## src/rtl/alu_issue_stage_if.sv

```systemverilog
// Handshake and ALU-side signal bundle for alu_issue_stage.
// master = command producer / result consumer / ALU; slave = the issue stage.
interface alu_issue_stage_if #(
    parameter int WIDTH = 4
);
    logic             IN_VALID;
    logic             IN_READY;
    logic [2:0]       IN_SEL;
    logic [WIDTH-1:0] IN_A;
    logic [WIDTH-1:0] IN_B;
    logic             IN_ACC;
    logic [2:0]       ALU_SEL;
    logic [WIDTH-1:0] ALU_A;
    logic [WIDTH-1:0] ALU_B;
    logic [WIDTH:0]   ALU_O;
    logic             ALU_CARRY;
    logic             OUT_VALID;
    logic             OUT_READY;
    logic [WIDTH-1:0] OUT_DATA;
    logic             OUT_CARRY;
    logic [WIDTH-1:0] ACC;

    modport master (
        output IN_VALID, IN_SEL, IN_A, IN_B, IN_ACC, OUT_READY, ALU_O, ALU_CARRY,
        input  IN_READY, ALU_SEL, ALU_A, ALU_B, OUT_VALID, OUT_DATA, OUT_CARRY, ACC
    );

    modport slave (
        input  IN_VALID, IN_SEL, IN_A, IN_B, IN_ACC, OUT_READY, ALU_O, ALU_CARRY,
        output IN_READY, ALU_SEL, ALU_A, ALU_B, OUT_VALID, OUT_DATA, OUT_CARRY, ACC
    );
endinterface

```

## src/rtl/alu_issue_stage.sv

```systemverilog
// Operand register + accumulator + show-ahead result FIFO wrapped around a
// combinational ALU; commands in and results out over valid/ready.
module alu_issue_stage #(
    parameter int WIDTH = 4,
    parameter int DEPTH = 4
) (
    input  logic              CLK,
    input  logic              RST,
    alu_issue_stage_if.slave  bus
);
    localparam int PTR_W = $clog2(DEPTH);
    localparam int CNT_W = PTR_W + 1;

    typedef struct packed {
        logic             carry;
        logic [WIDTH-1:0] data;
    } result_t;

    logic             op_valid_q, op_valid_d;
    logic [2:0]       op_sel_q, op_sel_d;
    logic [WIDTH-1:0] op_a_q, op_a_d;
    logic [WIDTH-1:0] op_b_q, op_b_d;
    logic             op_acc_q, op_acc_d;
    logic [WIDTH-1:0] acc_q, acc_d;
    logic [CNT_W-1:0] count_q, count_d;
    logic [PTR_W-1:0] rd_ptr_q, rd_ptr_d;
    logic [PTR_W-1:0] wr_ptr_q, wr_ptr_d;
    result_t          hold_q, hold_d;
    result_t          fifo_mem [DEPTH];

    logic    not_full, push, pop, in_ready, accept;
    result_t alu_res, head;
    logic    alu_o_msb_unused;

    assign alu_o_msb_unused = bus.ALU_O[WIDTH];

    // NOTE: every variable gets a default at the top of the block, so no
    // path through the branches can leave it unassigned and infer a latch.
    always_comb begin
        not_full = count_q < CNT_W'(DEPTH);
        push     = op_valid_q && not_full;
        pop      = (count_q != '0) && bus.OUT_READY;
        in_ready = !op_valid_q || not_full;
        accept   = bus.IN_VALID && in_ready;
        alu_res  = '{carry: bus.ALU_CARRY, data: bus.ALU_O[WIDTH-1:0]};
        head     = fifo_mem[rd_ptr_q];

        op_valid_d = op_valid_q;
        op_sel_d   = op_sel_q;
        op_a_d     = op_a_q;
        op_b_d     = op_b_q;
        op_acc_d   = op_acc_q;
        acc_d      = acc_q;
        count_d    = count_q;
        rd_ptr_d   = rd_ptr_q;
        wr_ptr_d   = wr_ptr_q;
        hold_d     = hold_q;

        // A new command overrides the consume of the old one in the same cycle.
        if (accept) begin
            op_valid_d = 1'b1;
            op_sel_d   = bus.IN_SEL;
            op_a_d     = bus.IN_A;
            op_b_d     = bus.IN_B;
            op_acc_d   = bus.IN_ACC;
        end else if (push) begin
            op_valid_d = 1'b0;
        end

        if (push) begin
            acc_d    = alu_res.data;
            wr_ptr_d = wr_ptr_q + PTR_W'(1);
        end

        if (pop) begin
            rd_ptr_d = rd_ptr_q + PTR_W'(1);
            hold_d   = head;
        end

        unique case ({push, pop})
            2'b10:   count_d = count_q + 1'b1;
            2'b01:   count_d = count_q - 1'b1;
            default: count_d = count_q;
        endcase
    end

    // NOTE: sequential state uses non-blocking assignments so every flop
    // samples its _d value from before the edge, independent of block order.
    always_ff @(posedge CLK or posedge RST) begin
        if (RST) begin
            op_valid_q <= 1'b0;
            op_sel_q   <= '0;
            op_a_q     <= '0;
            op_b_q     <= '0;
            op_acc_q   <= 1'b0;
            acc_q      <= '0;
            count_q    <= '0;
            rd_ptr_q   <= '0;
            wr_ptr_q   <= '0;
            hold_q     <= '0;
        end else begin
            op_valid_q <= op_valid_d;
            op_sel_q   <= op_sel_d;
            op_a_q     <= op_a_d;
            op_b_q     <= op_b_d;
            op_acc_q   <= op_acc_d;
            acc_q      <= acc_d;
            count_q    <= count_d;
            rd_ptr_q   <= rd_ptr_d;
            wr_ptr_q   <= wr_ptr_d;
            hold_q     <= hold_d;
        end
    end

    // NOTE: the storage array is not reset; an entry is only read once count
    // says it was written, and the empty-FIFO output comes from hold_q.
    always_ff @(posedge CLK) begin
        if (push) begin
            fifo_mem[wr_ptr_q] <= alu_res;
        end
    end

    assign bus.IN_READY  = in_ready;
    assign bus.ALU_SEL   = op_sel_q;
    assign bus.ALU_A     = op_acc_q ? acc_q : op_a_q;
    assign bus.ALU_B     = op_b_q;
    assign bus.OUT_VALID = count_q != '0;
    assign bus.OUT_DATA  = (count_q != '0) ? head.data  : hold_q.data;
    assign bus.OUT_CARRY = (count_q != '0) ? head.carry : hold_q.carry;
    assign bus.ACC       = acc_q;
endmodule

```

## src/flat_wrapper.sv

```systemverilog
// flat-port wrapper written by rule: the top's interface ports become plain ports
module alu_issue_stage_flat 
#(
    parameter int WIDTH = 4,
    parameter int DEPTH = 4
)
  (CLK, RST, bus_IN_VALID, bus_IN_SEL, bus_IN_A, bus_IN_B, bus_IN_ACC, bus_OUT_READY, bus_ALU_O, bus_ALU_CARRY, bus_IN_READY, bus_ALU_SEL, bus_ALU_A, bus_ALU_B, bus_OUT_VALID, bus_OUT_DATA, bus_OUT_CARRY, bus_ACC);
  alu_issue_stage_if #(.WIDTH(WIDTH)) bus_i ();
  input  logic CLK;
  input  logic RST;
  input wire logic [$bits(bus_i.IN_VALID)-1:0] bus_IN_VALID;
  input wire logic [$bits(bus_i.IN_SEL)-1:0] bus_IN_SEL;
  input wire logic [$bits(bus_i.IN_A)-1:0] bus_IN_A;
  input wire logic [$bits(bus_i.IN_B)-1:0] bus_IN_B;
  input wire logic [$bits(bus_i.IN_ACC)-1:0] bus_IN_ACC;
  input wire logic [$bits(bus_i.OUT_READY)-1:0] bus_OUT_READY;
  input wire logic [$bits(bus_i.ALU_O)-1:0] bus_ALU_O;
  input wire logic [$bits(bus_i.ALU_CARRY)-1:0] bus_ALU_CARRY;
  output wire logic [$bits(bus_i.IN_READY)-1:0] bus_IN_READY;
  output wire logic [$bits(bus_i.ALU_SEL)-1:0] bus_ALU_SEL;
  output wire logic [$bits(bus_i.ALU_A)-1:0] bus_ALU_A;
  output wire logic [$bits(bus_i.ALU_B)-1:0] bus_ALU_B;
  output wire logic [$bits(bus_i.OUT_VALID)-1:0] bus_OUT_VALID;
  output wire logic [$bits(bus_i.OUT_DATA)-1:0] bus_OUT_DATA;
  output wire logic [$bits(bus_i.OUT_CARRY)-1:0] bus_OUT_CARRY;
  output wire logic [$bits(bus_i.ACC)-1:0] bus_ACC;
  assign bus_i.IN_VALID = bus_IN_VALID;
  assign bus_i.IN_SEL = bus_IN_SEL;
  assign bus_i.IN_A = bus_IN_A;
  assign bus_i.IN_B = bus_IN_B;
  assign bus_i.IN_ACC = bus_IN_ACC;
  assign bus_i.OUT_READY = bus_OUT_READY;
  assign bus_i.ALU_O = bus_ALU_O;
  assign bus_i.ALU_CARRY = bus_ALU_CARRY;
  assign bus_IN_READY = bus_i.IN_READY;
  assign bus_ALU_SEL = bus_i.ALU_SEL;
  assign bus_ALU_A = bus_i.ALU_A;
  assign bus_ALU_B = bus_i.ALU_B;
  assign bus_OUT_VALID = bus_i.OUT_VALID;
  assign bus_OUT_DATA = bus_i.OUT_DATA;
  assign bus_OUT_CARRY = bus_i.OUT_CARRY;
  assign bus_ACC = bus_i.ACC;
  alu_issue_stage #(.WIDTH(WIDTH), .DEPTH(DEPTH)) u_core (.CLK(CLK), .RST(RST), .bus(bus_i));
endmodule
```

## config.mk

```make
export PLATFORM = sky130hd
export DESIGN_NAME = alu_issue_stage_flat
export DESIGN_NICKNAME = d
export VERILOG_FILES = /design/src/rtl/alu_issue_stage_if.sv /design/src/rtl/alu_issue_stage.sv /design/src/flat_wrapper.sv
export SDC_FILE = /design/constraint.sdc
export NUM_CORES = 1
export LEC_CHECK = 0
export CORE_MARGIN = 2
export CORE_UTILIZATION = 30
export CTS_CLUSTER_DIAMETER = 200
export DETAILED_ROUTE_END_ITERATION = 8
export GPL_ROUTABILITY_DRIVEN = 0
export MAX_ROUTING_LAYER = met4
export SKIP_CTS_REPAIR_TIMING = 1
export SYNTH_ARGS = -nofsm -noshare
export SYNTH_HDL_FRONTEND = slang
export SYNTH_SLANG_ARGS = --single-unit
```

## constraint.sdc

```tcl
create_clock -name CLK -period 5.7 [get_ports CLK]
set_input_delay 0.57 -clock CLK [delete_from_list [all_inputs] [get_ports CLK]]
set_output_delay 0.57 -clock CLK [all_outputs]
set_load 0.02 [all_outputs]
```

==> out/qor_table.md, run 1 <==
| Group | Quantity | Reported |
|:---|:---|:---|
| outcome | Status | complete, no violations |
| placed design | Count of buffers from port buffering | 42 |
| global route | Number of antenna violations at the first check in global routing | 0 |
| floorplan | Die Wd | 87.81 µm |
| floorplan | Std cell rows | 30 |
| route | Via total after detailed routing | 1121 |
| route | Final Routed Wirelength | 3.814 mm |
| sta | Final-report max-slew violation count | 0 |
| run | # Max-Cap Violations | 0 |
| yosys | Arithmetic-cell share of the synthesized area counting full adders, half adders and majority gates | 3.919% |
| global route | Global-route usage over all layers | 11.47% |
| setup path | Worst reg2reg path startpoint | u_core.count_q[2] |
| yosys | Complex-gate fraction of the synthesized area | 0.8907% |
| global route | Wire length of the first global-routing pass | 6.279 mm |
| setup path | Critical setup path kind | flip-flop to output port |
| yosys | Post-Synthesis Net Count | 153 |
| yosys | Simple-gate share of the synthesized area | 3.385% |
| layout | Commonest cells after routing, fill and taps aside | clkdlybuf4s50_1 (42), dfrtp_1 (29), edfxtp_1 (20) |
| setup path | WP data arrival | 2.27 ns |
| clock network | Longest Clk Path Bufs | 2 |
| sta | Count of endpoints failing hold in the final timing report | 0 |
| global route | Maximum number of pins on one net before global-route repair | 30 |
| yosys | Multiplexer area fraction after synthesis | 23.16% |
| yosys | Cell type with the highest aggregate area in the netlist | dfrtp_1 |
| sta | FMAX | 352.5 MHz |
| clock network | Clock sink total | 49 |
| setup path | Number of cells on the worst reg-to-reg path | 6 |
| power | Leakage power of the design | 1.060 nW |
| sta | Min Clock Period, post-route | 2.837 ns |
| yosys | Yosys warns | 0 |
| route | Detail-routed via count per cell | 4.230 |
| layout | Diode count | 0 |
| layout | Core occupancy in the finished layout | 39.58% |
| worst hold path | Hold Path Origin | u_core.bus.ALU_SEL[2] |
| power | Switching power summed over all nets | 0.0005218 W |
| layout | Most common cell after layout, fill and taps aside | clkdlybuf4s50_1 |
| global route | Via count of the first global-routing pass | 1242 |
| route | DR pass1 iterations | 4 |
| floorplan | Chip height | 87.81 µm |
| setup path | Required time of the critical path | 5.13 ns |
| yosys | Area contributors post-synth | dfrtp_1 (34%), edfxtp_1 (29%), mux2_2 (9.6%) |
| power | Maximum vdd ir drop | 0.0002615 V |
| yosys | Avg Cell Area, Syn | 16.86 µm² |
| clock network | Number of buffers inserted during clock tree synthesis | 5 |
| clock network | Clock Pin Slew Worst Setup and Hold Paths | 0.09 ns |
| floorplan | I/O pin total | 44 |
| yosys | Area share of the leading cell type in the synthesized netlist | 34.44% |
| sta | Period utilization | 49.77% |
| clock network | Later-pin clock latency in the skew report | 0.30 ns |
| route | Remaining antenna violation count after routing | 0 |
| route | Average wire per standard cell | 14.39 µm |
| worst hold path | Hold worst-path end | u_core.bus.ALU_SEL[2] |
| worst hold path | Number of cells traversed by the worst hold path | 1 |
| layout | Final net count | 196 |
| setup path | Critical Path Source Type | flip-flop |
| layout | Area grow syn2layout | 27.61% |
| sta | Number of failing setup endpoints in the final timing report | 0 |
| power | Cell Pwr Density | 564.4 nW/µm² |
| yosys | Number of flip-flops and latches in the synthesized netlist | 49 |
| yosys | Netlist area before placement | 2107 µm² |
| power | Fraction of power consumed by sequential logic | 39.5% |
| floorplan | Starting density of the core | 31.01% |
| power | Switching portion of total power | 34.39% |
| sta | Tightest slew margin relative to the limit | 26.18% |
| sta | Setup repair after global routing missed its margin | no |
| sta | Hold_ws | 0.4879 ns |
| setup path | Worst R2R End | u_core.count_q[1] |
| setup path | Max FO, Critical Path | 7 |
| route | Number of remaining DRC errors | 0 |
| power | Portion of total power attributed to combinational logic | 47.7% |
| setup path | Worst Setup End Kind | output port |
| clock network | CTS tree | done |
| placed design | DP HPWL | 2.883 mm |
| sta | Actual slew at the worst max-slew pin | 1.106 ns |
| layout | Total of fill cells in the finished design | 625 |
| clock network | Clock Root Buffer | clkbuf_8 |
| power | Portion of total power attributed to the clock network | 12.7% |
| yosys | Count of unique library cells instantiated by Yosys | 23 |
| yosys | Dominant combinational cell family by area after synthesis | multiplexers |
| sta | Sum Neg Setup Slack | 0 ns |
| global route | Congestion Overflow GR | 0 |
| clock network | CTS H-tree depth | 2 |
| layout | Layout cells sized above 1 | 24.26% |
| yosys | Sequential area share after synthesis | 62.95% |
| worst hold path | Hold Path Class | flip-flop to flip-flop |
| floorplan | Core area | 6794 µm² |
| power | Internal | 0.0009958 W |
| sta | Skew final | 0.008320 ns |
| yosys | XOR/XNOR Fraction of Synth Area | 2.494% |
| floorplan | Die Footprint | 7710 µm² |
| yosys | Mapped Cells | 125 |
| route | Initial drt markers | 81 |
| setup path | Flop-to-flop setup slack | 3.58 ns |
==> layer usage <==
layer	up-vias	track usage [%]	part of all wire, %
met1	559	13.13	42
li1	521	-	-
met5	-	-	0
met2	34	18.87	50
met3	7	2.828	5.2
met4	0	5.455	2.0
==> how the worst max path moves through the flow <==
stage	startpoint	endpoint	slack, ns	depth (start not counted)
floorplan	bus_OUT_READY	u_core.count_q[2]	3.75	8
global placement	bus_OUT_READY	u_core.count_q[2]	3.09	8
detailed placement	bus_OUT_READY	u_core.count_q[2]	3.00	8
CTS	u_core.rd_ptr_q[0]	bus_OUT_DATA[0]	2.83	3
global route	u_core.rd_ptr_q[0]	bus_OUT_DATA[0]	2.75	3
finish	u_core.rd_ptr_q[0]	bus_OUT_DATA[0]	2.86	3
==> critical path: stages, from the launching register on <==
cell and delay, ns:
dfrtp_1 0.58, mux4_2 0.59, mux2_4 0.27, clkdlybuf4s50_1 0.54
==> sequential cells by signal (all words and copies together) (netlist names) <==
name	count
u_core.op_acc_q	1
u_core.bus.ALU_B	4
u_core.hold_q	5
u_core.rd_ptr_q	2
u_core.bus.ALU_SEL	3
u_core.op_valid_q	1
u_core.op_a_q	4
u_core.count_q	3
u_core.bus.ACC	4
u_core.fifo_mem	20
u_core.wr_ptr_q	2
==> kinds of logic after synthesis <==
family                     after synthesis
DFF                                     49
muxes                                   35
buffers and inverters                   13
and+or+nand+nor                         13
xor gates and xnor gates                 6
adders and majority gates                6
AOI/OAI and AO/OA                        3
==> synth_stat cells <==
cell type  number
and2_1          4
and2_4          1
buf_2           3
buf_6           2
clkbuf_1        1
dfrtp_1        29
edfxtp_1       20
fa_1            1
ha_1            5
inv_1           7
mux2_1          2
mux2_2         18
mux2_4         10
mux4_2          5
nand2_1         4
nand2b_1        1
nor2_1          1
nor2b_1         1
o21ai_0         2
o31a_1          1
or3_1           1
xnor2_1         3
xor2_1          3
==> metrics by stage <==
step	total power [W]	instances	worst slack (ns)	area (µm²)
6_report	0.001518	265	2.863	2689
5_1_grt	0.001625	265	2.747	2689
4_1_cts	0.001542	265	2.831	2689
3_5_place_dp	0.001343	257	3.001	2606
3_3_place_gp	0.001312	257	3.086	2606
2_1_floorplan	0.001077	125	3.748	2107
==> power groups by stage <==
stage	registers, W	logic (W)	clock network [W]
final	0.000600	0.000724	0.000193
after CTS	0.000603	0.000738	0.000202
after global placement	0.000597	0.000715	0
after floorplan	0.000611	0.000466	0
after detailed placement	0.000609	0.000734	0
after global routing	0.000619	0.000784	0.000221
==> area by class of cell <==
class                           count  area [µm²]  area share [%]
Inverter                            7       26.28          0.9772
Timing Repair Buffer               42       420.4           15.64
Multi-Input combinational cell     63       713.2           26.52
Tap cell                           96       120.1           4.467
Sequential cell                    49        1326           49.33
Clock buffer                        6       72.57           2.699
Clock inverter                      2       10.01          0.3723
Power figures use the tool's default switching activity.
==> run 2: changes to the inputs <==
==> constraint.sdc (replaced) <==
create_clock -name CLK -period 2.46 [get_ports CLK]
set_input_delay 0.246 -clock CLK [delete_from_list [all_inputs] [get_ports CLK]]
set_output_delay 0.246 -clock CLK [all_outputs]
set_load 0.02 [all_outputs]
==> run 2 against run 1 <==
Combinational power grew 140%; sequential share of layout area fell by 1.4 points; first-iteration DRC count fell by 36%; global-route usage decreased by 0.80 points; sequential power up 130%; flip-flop and latch count did not move; critical path depth unchanged; total power is 140% higher; clock skew barely moved; register-to-register slack lost 2.9 ns; setup slack lost 2.8 ns; critical endpoint is now bus_OUT_DATA[2]; largest power group unchanged.
==> out/qor_table.md, run 2 (synthesis results as in run 1) <==
| Group | Quantity | Reported | Change |
|:---|:---|:---|:---|
| setup path | Worst-path cell with the longest stage delay | mux4_2 |  |
| clock network | Clock sink total | 49 | unchanged |
| setup path | Required time of the critical path | 2.21 ns | -2.92 ns |
| layout | Layout cells sized above 1 | 27.75% | +3.5 points |
| route | Remaining antenna violation count after routing | 0 | unchanged |
| setup path | Worst reg2reg path startpoint | u_core.op_valid_q |  |
| clock network | Clock Pin Slew Worst Setup and Hold Paths | 0.09 ns | about the same |
| layout | Register with the most flip-flops | u_core.fifo_mem |  |
| layout | Diode count | 0 | unchanged |
| clock network | CTS H-tree depth | 2 | unchanged |
| power | Maximum vdd ir drop | 0.0005860 V | +120% |
| outcome | Status | complete, no violations |  |
| setup path | Buffering stage count on the worst path with inverters included | 1 | unchanged |
| sta | Count of endpoints failing hold in the final timing report | 0 | unchanged |
| global route | Maximum number of pins on one net before global-route repair | 30 | unchanged |
| layout | Seq. cell area | 1328 µm² | about the same |
| global route | Wire length of the first global-routing pass | 5.899 mm | -6.1% |
| setup path | Cells along the critical path | mux4_2 > mux2_4 > clkdlybuf4s50_1 |  |
| power | Portion of total power attributed to the clock network | 15.8% | +3.1 points |
| floorplan | Starting density of the core | 31.01% | unchanged |
| layout | Area grow syn2layout | 31.53% |  |
| placed design | DP HPWL | 2.720 mm | -5.6% |
| setup path | Max FO, Critical Path | 7 | unchanged |
| floorplan | Core area | 6794 µm² | unchanged |
| layout | Area of the multi-input gates | 718.2 µm² | +0.70% |
| floorplan | Die Wd | 87.81 µm | unchanged |
| floorplan | I/O pin total | 44 | unchanged |
| route | Final Routed Wirelength | 3.610 mm | -5.3% |
| setup path | Worst R2R End | u_core.count_q[2] |  |
| setup path | Worst Setup End Kind | output port |  |
| power | Portion of total power attributed to combinational logic | 46.7% | -1.0 points |
| power | Switching power summed over all nets | 0.001227 W | +140% |
| route | Detail-routed via count per cell | 4.182 | -1.1% |
| layout | Post-layout instance count excluding filler cells | 269 | +1.5% |
| run | # Max-Cap Violations | 0 | unchanged |
| worst hold path | Hold Path Class | primary input to async pin |  |
| floorplan | Std cell rows | 30 | unchanged |
| layout | Largest regs | u_core.fifo_mem (20), u_core.hold_q (5) |  |
| power | Leakage power of the design | 1.118 nW | +5.5% |
| clock network | Later-pin clock latency in the skew report | 0.30 ns | about the same |
| power | Internal | 0.002461 W | +150% |
| sta | FMAX | 420.4 MHz |  |
| layout | Max reg flops | 20 | unchanged |
| clock network | Longest Clk Path Bufs | 2 | unchanged |
| setup path | Critical Path Source Type | flip-flop |  |
| setup path | WP data arrival | 2.13 ns | -0.14 ns |
| sta | Sum Neg Setup Slack | 0 ns | unchanged |
| floorplan | Chip height | 87.81 µm | unchanged |
| power | Switching portion of total power | 33.27% | -1.1 points |
| global route | Global-route usage over all layers | 10.67% | -0.80 points |
| global route | Number of antenna violations at the first check in global routing | 0 | unchanged |
| global route | Via count of the first global-routing pass | 1218 | -1.9% |
| layout | Commonest cells after routing, fill and taps aside | clkdlybuf4s50_1 (40), dfrtp_1 (28), edfxtp_1 (20) |  |
| route | DR pass1 iterations | 3 | -1 |
| setup path | Crit path from | u_core.rd_ptr_q[0] |  |
| route | Average wire per standard cell | 13.42 µm | -6.8% |
| sta | Tightest slew margin relative to the limit | 75.19% | +49 points |
| setup path | Critical setup path kind | flip-flop to output port |  |
| setup path | Max stage delay on crit path | 0.55 ns | -0.04 ns |
| sta | Min Clock Period, post-route | 2.379 ns |  |
| placed design | Count of buffers from port buffering | 42 | unchanged |
| route | Number of remaining DRC errors | 0 | unchanged |
| power | Fraction of power consumed by sequential logic | 37.6% | -1.9 points |
| sta | Actual slew at the worst max-slew pin | 0.3722 ns | -0.7339 ns |
| layout | Most common cell after layout, fill and taps aside | clkdlybuf4s50_1 |  |
| sta | Final-report max-slew violation count | 0 | unchanged |
| floorplan | Die Footprint | 7710 µm² | unchanged |
| layout | Final net count | 200 | +2.0% |
| route | Via total after detailed routing | 1125 | +0.36% |
| layout | Total of fill cells in the finished design | 617 | -1.3% |
| sta | Period utilization | 96.70% |  |
| layout | Core occupancy in the finished layout | 40.79% | +1.2 points |
| setup path | Kind of cell with the highest combined delay on the critical path | multiplexers |  |
| route | Initial drt markers | 52 | -36% |
| clock network | Number of buffers inserted during clock tree synthesis | 5 | unchanged |
| global route | Congestion Overflow GR | 0 | unchanged |
| setup path | Number of cells on the worst reg-to-reg path | 9 | +3 |
| setup path | Flop-to-flop setup slack | 0.64 ns | -2.94 ns |
| sta | Skew final | 0.008410 ns | +0.00008979 ns |
| power | Cell Pwr Density | 1331 nW/µm² | +140% |
| placed design | Placed Cells | 260 | +1.2% |
| clock network | Clock Root Buffer | clkbuf_8 |  |
| sta | Number of failing setup endpoints in the final timing report | 0 | unchanged |
| clock network | CTS tree | done |  |
-- run 2: cell types whose count changed in the layout (fill, tap and decap cells not counted), sizes merged --
cell,before,now
buf,0,4
clkdlybuf4s50,42,40
dlymetal6s2s,0,2
clkbuf,6,7
clkinv,2,1
-- run 2: layout make-up --
cell class | instances | area share [%]
flip-flops and latches | 49 | 47.90
well taps | 96 | 4.334
clock inverters | 1 | 0.1806
inverters | 7 | 0.9481
repair buffers | 46 | 16.43
clock buffers | 7 | 4.289
multi-input cells | 63 | 25.91
-- run 2: worst max-delay path by stage --
| stage | endpoint | cells past startpoint |
|---|---|---|
| global route | bus_OUT_DATA[2] | 3 |
| detailed placement | bus_OUT_DATA[1] | 3 |
| CTS | bus_OUT_DATA[1] | 3 |
| floorplan | u_core.count_q[2] | 8 |
| finish | bus_OUT_DATA[2] | 3 |
| global placement | bus_OUT_DATA[1] | 3 |
-- run 2: power groups by stage --
stage | logic [W] | registers (W) | clock network, W
after floorplan | 0.00108 | 0.00142 | 0
after global placement | 0.00167 | 0.00138 | 0
after detailed placement | 0.00172 | 0.00140 | 0
after CTS | 0.00173 | 0.00139 | 0.000600
after global routing | 0.00185 | 0.00143 | 0.000634
final | 0.00172 | 0.00139 | 0.000581
-- run 2: metal layers --
metal / part of all wire [%] / vias up / track usage [%]
met5: 0 / - / -
met4: 1.2 / 0 / 3.776
met3: 5.4 / 5 / 3.770
met2: 48 / 30 / 16.60
met1: 45 / 558 / 12.88
li1: - / 532 / -
-- run 2: worst reg2reg max path, stage by stage (launching register included) --
cell	delay [ns]
dfrtp_1	0.38
nor2b_1	0.13
buf_4	0.18
inv_1	0.06
ha_1	0.16
inv_1	0.06
fa_1	0.37
xor2_1	0.15
nor2_1	0.11
xor2_1	0.15
-- run 2: per-stage QoR --
step,worst slack (ns),cell area [µm²],power (W),hold WS (ns)
after floorplan,0.6673,2107,0.002495,0.3241
after global placement,0.2824,2629,0.003056,0.4672
after detailed placement,0.2629,2629,0.003128,0.4749
after CTS,-0.07479,2753,0.003722,0.3215
after global routing,-0.002217,2771,0.003917,0.3496
final,0.08117,2771,0.003688,0.3104
